==> config.mk <==
export PLATFORM = sky130hd
export DESIGN_NAME = switch_out_arbiter
export DESIGN_NICKNAME = d
export VERILOG_FILES = /design/src/rtl/switch_arb_pkg.sv /design/src/rtl/switch_out_arbiter_rr_pick.sv /design/src/rtl/switch_out_arbiter.sv
export SDC_FILE = /design/constraint.sdc
export NUM_CORES = 1
export LEC_CHECK = 0
export CAP_MARGIN = 20
export CORE_MARGIN = 1
export CORE_UTILIZATION = 50
export DETAILED_ROUTE_END_ITERATION = 6
export GPL_ROUTABILITY_DRIVEN = 0
export PLACE_DENSITY = 0.75
export SYNTH_ARGS = -nofsm -noshare
export SYNTH_HDL_FRONTEND = slang
export SYNTH_SLANG_ARGS = --single-unit
==> constraint.sdc <==
create_clock -name clk -period 4.9 [get_ports clk]
set_clock_uncertainty 0.15 [all_clocks]
set_input_delay 0.735 -clock clk [delete_from_list [all_inputs] [get_ports clk]]
set_output_delay 0.735 -clock clk [all_outputs]
set_load 0.05 [all_outputs]
==> src/rtl/switch_arb_pkg.sv <==
// Shared types for the output-port arbiter: FSM states, default port count and
// the port-index type.
package switch_arb_pkg;
  localparam int NUM_PORTS_DEF = 4;
  localparam int PORT_IDX_W    = (NUM_PORTS_DEF > 1) ? $clog2(NUM_PORTS_DEF) : 1;

  typedef logic [PORT_IDX_W-1:0] port_idx_t;

  typedef enum logic {
    IDLE = 1'b0,
    LOCK = 1'b1
  } arb_state_e;

  // Index width for an arbitrary port count; a single port still needs one bit.
  function automatic int idx_w(input int n);
    return (n > 1) ? $clog2(n) : 1;
  endfunction
endpackage

==> src/rtl/switch_out_arbiter_rr_pick.sv <==
// Combinational round-robin picker: first requesting input at or after rr_ptr,
// wrapping modulo NUM_PORTS.
module rr_pick
  import switch_arb_pkg::*;
#(
  parameter  int NUM_PORTS = NUM_PORTS_DEF,
  localparam int IW        = idx_w(NUM_PORTS)
) (
  input  logic [NUM_PORTS-1:0] req,
  input  logic [IW-1:0]        rr_ptr,
  output logic [IW-1:0]        winner,
  output logic                 any
);

  // Walk offsets from farthest to nearest so the nearest requester wins.
  always_comb begin
    winner = '0;
    any    = |req;
    for (int j = NUM_PORTS - 1; j >= 0; j--) begin
      if (req[(int'(rr_ptr) + j) % NUM_PORTS])
        winner = IW'((int'(rr_ptr) + j) % NUM_PORTS);
    end
  end

endmodule

==> src/rtl/switch_out_arbiter.sv <==
// Output-port arbiter: round-robin grant held for a whole packet, released on
// last beat, beat-count timeout, requester abort, or reset.
module switch_out_arbiter
  import switch_arb_pkg::*;
#(
  parameter  int NUM_PORTS = NUM_PORTS_DEF,
  parameter  int MAX_BEATS = 64,
  localparam int IW        = idx_w(NUM_PORTS)
) (
  input  logic                 clk,
  input  logic                 rst,
  input  logic [NUM_PORTS-1:0] req,
  input  logic [NUM_PORTS-1:0] beat_valid,
  input  logic [NUM_PORTS-1:0] beat_last,
  input  logic                 out_ready,
  output logic [NUM_PORTS-1:0] grant,
  output logic [IW-1:0]        grant_idx,
  output logic                 beat_fire,
  output logic                 timeout_err,
  output logic [15:0]          pkt_count
);

  localparam int CW = $clog2(MAX_BEATS + 1);

  arb_state_e      state;
  logic [IW-1:0]   rr_ptr;
  logic [CW-1:0]   beat_cnt;
  logic [IW-1:0]   pick_idx;
  logic            pick_any;
  logic            grant_valid;
  logic            cur_last;
  logic            cnt_hit;
  logic [IW-1:0]   next_ptr;

  rr_pick #(.NUM_PORTS(NUM_PORTS)) u_rr_pick (
    .req    (req),
    .rr_ptr (rr_ptr),
    .winner (pick_idx),
    .any    (pick_any)
  );

  assign grant_valid = (state == LOCK);
  assign beat_fire   = grant_valid & beat_valid[grant_idx] & out_ready;
  assign cur_last    = beat_last[grant_idx];
  // This fire would be beat number MAX_BEATS.
  assign cnt_hit     = (beat_cnt == CW'(MAX_BEATS - 1));
  assign next_ptr    = (grant_idx == IW'(NUM_PORTS - 1)) ? '0 : grant_idx + 1'b1;

  always_ff @(posedge clk) begin
    if (rst) begin
      state       <= IDLE;
      grant       <= '0;
      grant_idx   <= '0;
      rr_ptr      <= '0;
      beat_cnt    <= '0;
      timeout_err <= 1'b0;
      pkt_count   <= '0;
    end else begin
      timeout_err <= 1'b0;
      case (state)
        IDLE: begin
          if (pick_any) begin
            state     <= LOCK;
            grant_idx <= pick_idx;
            grant     <= NUM_PORTS'(1) << pick_idx;
            beat_cnt  <= '0;
          end
        end
        LOCK: begin
          // A last beat wins over both the timeout and a same-cycle req drop.
          if ((beat_fire && cur_last) || (beat_fire && cnt_hit) || !req[grant_idx]) begin
            state     <= IDLE;
            grant     <= '0;
            grant_idx <= '0;
            beat_cnt  <= '0;
            rr_ptr    <= next_ptr;
            if (beat_fire && cur_last)
              pkt_count <= pkt_count + 16'd1;
            else if (beat_fire && cnt_hit)
              timeout_err <= 1'b1;
          end else if (beat_fire) begin
            beat_cnt <= beat_cnt + 1'b1;
          end
        end
        default: state <= IDLE;
      endcase
    end
  end

endmodule

==> results of run 1 <==
critical path: cells and delay by family:
family / cells / cell delay (ns)
AND/OR/NAND/NOR: 1 / 0.14
buffers and inverters: 3 / 1.23
multiplexers: 1 / 0.57
power by group:
| group | total (mW) | internal, mW | switching [mW] |
|---|---|---|---|
| Combinational | 0.105 | 0.0430 | 0.0624 |
| Sequential | 0.287 | 0.276 | 0.0107 |
| Clock | 0.147 | 0.0546 | 0.0920 |
flip-flops by register name, summed over array words and instances (netlist names):
| name | flops |
|---|---|
| grant_idx | 2 |
| timeout_err | 1 |
| grant_valid | 1 |
| beat_cnt | 7 |
| rr_ptr | 2 |
| pkt_count | 16 |
| grant | 4 |
synth_stat cells (all sizes together), types with 3 or more instances:
library cell and number:
dfxtp 33, nand2 14, a21oi 12, nand3 11
nor2 11, inv 10, nor4 6, o21ai 6
mux2 5, o31ai 5, or4 5, nand2b 4
nor3 4, o2bb2ai 4, or3 4, a211oi 3
a221o 3, a22o 3, clkbuf 3, ha 3
mux4 3, nand4 3, o311ai 3, o41ai 3
or2 3
final timing paths:
path / startpoint / end / slack, ns / depth (start not counted)
worst min-delay path: grant[2] / grant[2] / 0.33 / 1
worst max register to register: grant_idx[0] / beat_cnt[2] / 2.57 / 4
worst min register to register: grant[2] / grant[2] / 0.33 / 1
worst max-delay path: beat_valid[0] / beat_fire / 1.33 / 5
cells by family (layout without fill, tap and decap cells):
group                      after synthesis  count (layout)  synth area share, %
adders and majority gates                3               3                 2.15
DFF                                     33              33                 37.9
muxes                                    9               9                 8.11
xor gates and xnor gates                 2               2                 1.00
and+or+nand+nor                         73              73                 24.2
buffers and inverters                   14              56                 3.08
AOI/OAI and AO/OA                       55              55                 23.5
final cells by class:
type	count	area, um2
clock buffer	6	41.3
sequential	33	661
timing repair buffer	38	380
fill	307	1120
inverter	10	37.5
clock inverter	2	10.0
tap	46	57.6
multi-input combinational	142	1030
metrics by stage:
step                      setup WS, ns  util, %  total power [mW]
final                             1.33     66.4             0.539
after global routing              1.30     66.4             0.567
after CTS                         1.35     66.4             0.543
after detailed placement          1.35     64.9             0.397
after global placement            1.36     64.9             0.396
after floorplan                   2.34        -             0.361
per-layer routing:
metal	vias up	global-route usage, %	wire [um]
met3	2	5.88	163
met5	-	0	0
li1	813	-	-
met1	769	32.4	1910
met4	0	7.14	23
met2	41	37.4	1850
==> results_dict.tcl, run 1 <==
set metrics [dict create \
    core_area_um2 3340 \
    die_h_um 61.1 \
    hold_buffers 0 \
    dp.cells 269 \
    yosys_warnings 0 \
    grt_max_degree 26 \
    tightestPinTransition_ns 0.863 \
    crit_chain "clkdlybuf4s50_1 > mux4_2 > nand2_4 > inv_2 > clkdlybuf4s50_1" \
    grt_overflow 0 \
    diodes 0 \
    track_usage_pct 23.8 \
    required_ns 4.01 \
    grt_pass1_vias 1450 \
    synth_seq_area_share_pct 37.9 \
    vdd_drop_max_v 0.000166 \
    cp_slowest_cell "clkdlybuf4s50_1" \
    slew_headroom_pct 42.3 \
    grt_antenna_before_repair 0 \
    hold_class "flop to flop" \
    syn_to_final_growth_pct 27.1 \
    synth_seq_cells 33 \
    fin_setup_tns_ns 0 \
    rsz0062_at_grt "no" \
    cts_max_level 2 \
    wirelength_um 3950 \
    num_rows 21 \
    cts_tree "yes" \
    finalHoldViolations 0 \
    wl_per_cell_um 14.3 \
    post_cts_buffers 0 \
    fin_area_um2 2220 \
    power.density_nw_per_um2 243 \
    cts.clk_slew.worst_paths_ns 0.11 \
    async_flop_share_pct 0 \
    synth_area_leaders "dfxtp_1 38%, a21oi_1 3.2%, nand3_1 2.9%" \
    drtIter0Drc 67 \
    cts.sinks 33 \
    postPlaceCellArea_um2 2170 \
    p_leak_nw 0.762 \
    cts_inserted_buffers 5 \
    maxCapViolations 0 \
    status "completed" \
    syn_avg_cell_area_um2 9.23 \
    pin_count 39 \
    period_needed_ns 3.57 \
    fin_nets 248 \
    synth_ff_type "dfxtp_1" \
    dieWidth_um 61.1 \
    cts_resized 0 \
    postRouteAntennaNets 0 \
    finalCritPeriodShare_pct 72.8 \
    vias_per_cell 5.87 \
    synthCells 189 \
    drt_pre_antenna_iters 4 \
    yosysTopAreaCellShare_pct 37.9 \
    mostFrequentLayoutCells "38 x clkdlybuf4s50_1, 33 x dfxtp_1, 13 x nand2_1, 11 x nor2_1, 11 x a21oi_1" \
    critPathMaxStageDelay_ns 0.71 \
    syn_nets 207 \
    whs_ns 0.328 \
    fmax_mhz 281 \
    cts_max_path_buffers 2 \
    root_buffer "clkbuf_4" \
    start_util_pct 52.3 \
    clk-insertion-delay-late_ns 0.33 \
    cp-end-kind "primary output" \
    fp.dieArea_um2 3730 \
    synth_edf_count 0 \
    yosysTopAreaCell "dfxtp_1" \
    stdcell_count 277 \
    setup_viol 0 \
    drive_gt1_share_pct 10.8 \
    portBuffers 38 \
    syn-cell-area_um2 1740 \
    via_count 1625 \
    synth_cell_types 56 \
    final_common_cell "clkdlybuf4s50_1" \
    arrival_ns 2.68 \
    drc_errors 0 \
    crit_type "primary input to primary output" \
    cpMostUsedCell "clkdlybuf4s50_1" \
    grt_first_pass_wirelength_um 6590 \
    cp-start-kind "primary input" \
    cp_max_fo 8 \
    dp_hpwl_um 2930 \
    maxSlewViolCount 0 \
]
No activity file was read; power rests on OpenSTA's default activity.
==> run 2: changes to the inputs <==
Clock period 4.9 ns to 3.35 ns, I/O delays scaled along.
==> run 2 against run 1 <==
Compared with the run above:
- first-iteration DRC count up 13%
- clock-buffer cell count up 1
- non-clock buffer count up 1
- total power up 65%
- register-to-register slack worse by 1.5 ns
- sequential share of layout area down 0.54 points
- hold slack worse by 0.0030 ns
- via count up 0.43%
- flip-flop and latch count unchanged
- setup slack worse by 1.1 ns
- combinational power up 49%
- utilization up 1.2 points
- critical path type unchanged
- largest power group unchanged
- highest routed layer unchanged
==> results_dict.tcl, run 2 (synthesized netlist as in run 1, its figures left out) <==
set metrics [dict create \
    core_area_um2 3340 \
    grt_max_degree 21 \
    fin_setup_tns_ns 0 \
    worstHoldPathCells 1 \
    die_h_um 61.1 \
    hold_buffers 0 \
    crit_chain "clkdlybuf4s50_1 > mux4_2 > nand2_4 > inv_2 > clkdlybuf4s50_1" \
    dp_hpwl_um 3000 \
    top_regs "pkt_count (16), beat_cnt (7), grant (4)" \
    diodes 0 \
    crit_type "primary input to primary output" \
    final_common_cell "clkdlybuf4s50_1" \
    vdd_drop_max_v 0.000241 \
    cts.clk_slew.worst_paths_ns 0.10 \
    cts_resized 0 \
    portBuffers 38 \
    num_rows 21 \
    clk-insertion-delay-late_ns 0.34 \
    wl_met2_um 1870 \
    arrival_ns 2.47 \
    setup_viol 0 \
    maxSlewViolCount 0 \
    cp_max_fo 8 \
    period_needed_ns 3.13 \
    p_leak_nw 0.781 \
    maxCapViolations 0 \
    dp.cells 270 \
    status "completed" \
    met1_length_um 1810 \
    via_count 1632 \
    drive_gt1_share_pct 11.2 \
    track_usage_pct 23.3 \
    rsz0062_at_grt "no" \
    drc_errors 0 \
    power.density_nw_per_um2 393 \
    cp_slowest_cell "clkdlybuf4s50_1" \
    drt_pre_antenna_iters 4 \
    vias_per_cell 5.87 \
    largest_reg_flops 16 \
    cts_tree "yes" \
    dieWidth_um 61.1 \
    cp-start-kind "primary input" \
    syn_to_final_growth_pct 29.5 \
    fmax_mhz 320 \
    cts_max_level 2 \
    top_register "pkt_count" \
    wl_met3_um 199 \
    cp-end-kind "primary output" \
    post_cts_buffers 0 \
    cts_max_path_buffers 2 \
    wl_per_cell_um 14.2 \
    grt_pass1_vias 1428 \
    start_util_pct 52.3 \
    tightestPinTransition_ns 0.524 \
    cts_inserted_buffers 5 \
    fp.dieArea_um2 3730 \
    grt_first_pass_wirelength_um 6350 \
    hold_class "flop to flop" \
    mostFrequentLayoutCells "38 x clkdlybuf4s50_1, 33 x dfxtp_1, 13 x nand2_1, 11 x nor2_1, 11 x a21oi_1" \
    pin_count 39 \
    grt_overflow 0 \
    required_ns 2.70 \
    postRouteAntennaNets 0 \
    highest_layer "met4" \
    cts.sinks 33 \
    crit_buf_inv 3 \
    worstSetupPathDepth 5 \
    drtIter0Drc 76 \
    critPathMaxStageDelay_ns 0.72 \
    path_delay_family "buffers and inverters" \
    stdcell_count 278 \
    cpMostUsedCell "clkdlybuf4s50_1" \
    wirelength_um 3950 \
    root_buffer "clkbuf_4" \
    grt_antenna_before_repair 0 \
    slew_headroom_pct 64.7 \
    finalCritPeriodShare_pct 93.3 \
    r2r_cells 4 \
    finalHoldViolations 0 \
    fin_nets 249 \
]
==> run 2: final timing paths <==
path	from	to	slack, ns
setup / recovery	beat_valid[0]	beat_fire	0.22
hold / removal	grant[2]	grant[2]	0.32
setup reg to reg	grant_idx[0]	grant[1]	1.02
hold reg to reg	grant[2]	grant[2]	0.32
==> run 2: report_power, final <==
| part | internal [mW] | leakage [nW] | switching, mW |
|---|---|---|---|
| logic | 0.0636 | 0.468 | 0.0927 |
| clock network | 0.178 | 0.0455 | 0.134 |
| registers | 0.404 | 0.267 | 0.0150 |
| total | 0.646 | 0.781 | 0.241 |
==> run 2: layout make-up <==
| type | count | area, um2 |
|---|---|---|
| flip-flops and latches | 33 | 661 |
| multi-input cells | 142 | 1030 |
| clock buffers | 7 | 55.1 |
| repair buffers | 39 | 388 |
| fillers | 272 | 1080 |
| well taps | 46 | 57.6 |
| clock inverters | 1 | 30.0 |
| inverters | 10 | 37.5 |
==> run 2: per-layer routing <==
| metal | up-vias | GRT usage, % |
|---|---|---|
| li1 | 817 | - |
| met1 | 758 | 29.5 |
| met2 | 50 | 37.4 |
| met3 | 7 | 6.93 |
| met4 | 0 | 9.42 |
| met5 | - | 0 |
==> run 2: stage by stage <==
| step | hold slack, ns | power (mW) | cell area (um2) | util [%] | setup slack (ns) |
|---|---|---|---|---|---|
| after global routing | 0.348 | 0.930 | 2260 | 67.7 | 0.140 |
| after detailed placement | 0.295 | 0.583 | 2170 | 65.1 | 0.242 |
| after CTS | 0.331 | 0.897 | 2260 | 67.7 | 0.209 |
| after floorplan | 0.289 | 0.528 | 1740 | - | 0.920 |
| after global placement | 0.305 | 0.579 | 2170 | 65.1 | 0.274 |
| final | 0.325 | 0.887 | 2260 | 67.7 | 0.224 |
==> run 2: worst register-to-register path, cell delays in order (launching register included) <==
cell and delay (ns):
dfxtp_1 0.51, mux4_2 0.67, o21bai_1 0.31, a221oi_2 0.45, a22o_1 0.20
==> run 3: changes to the inputs <==
Settings changed: CTS_CLUSTER_SIZE set to 28.
==> results of run 3 <==
Same layout as run 2: the final DEF is identical, and so are final timing and power.
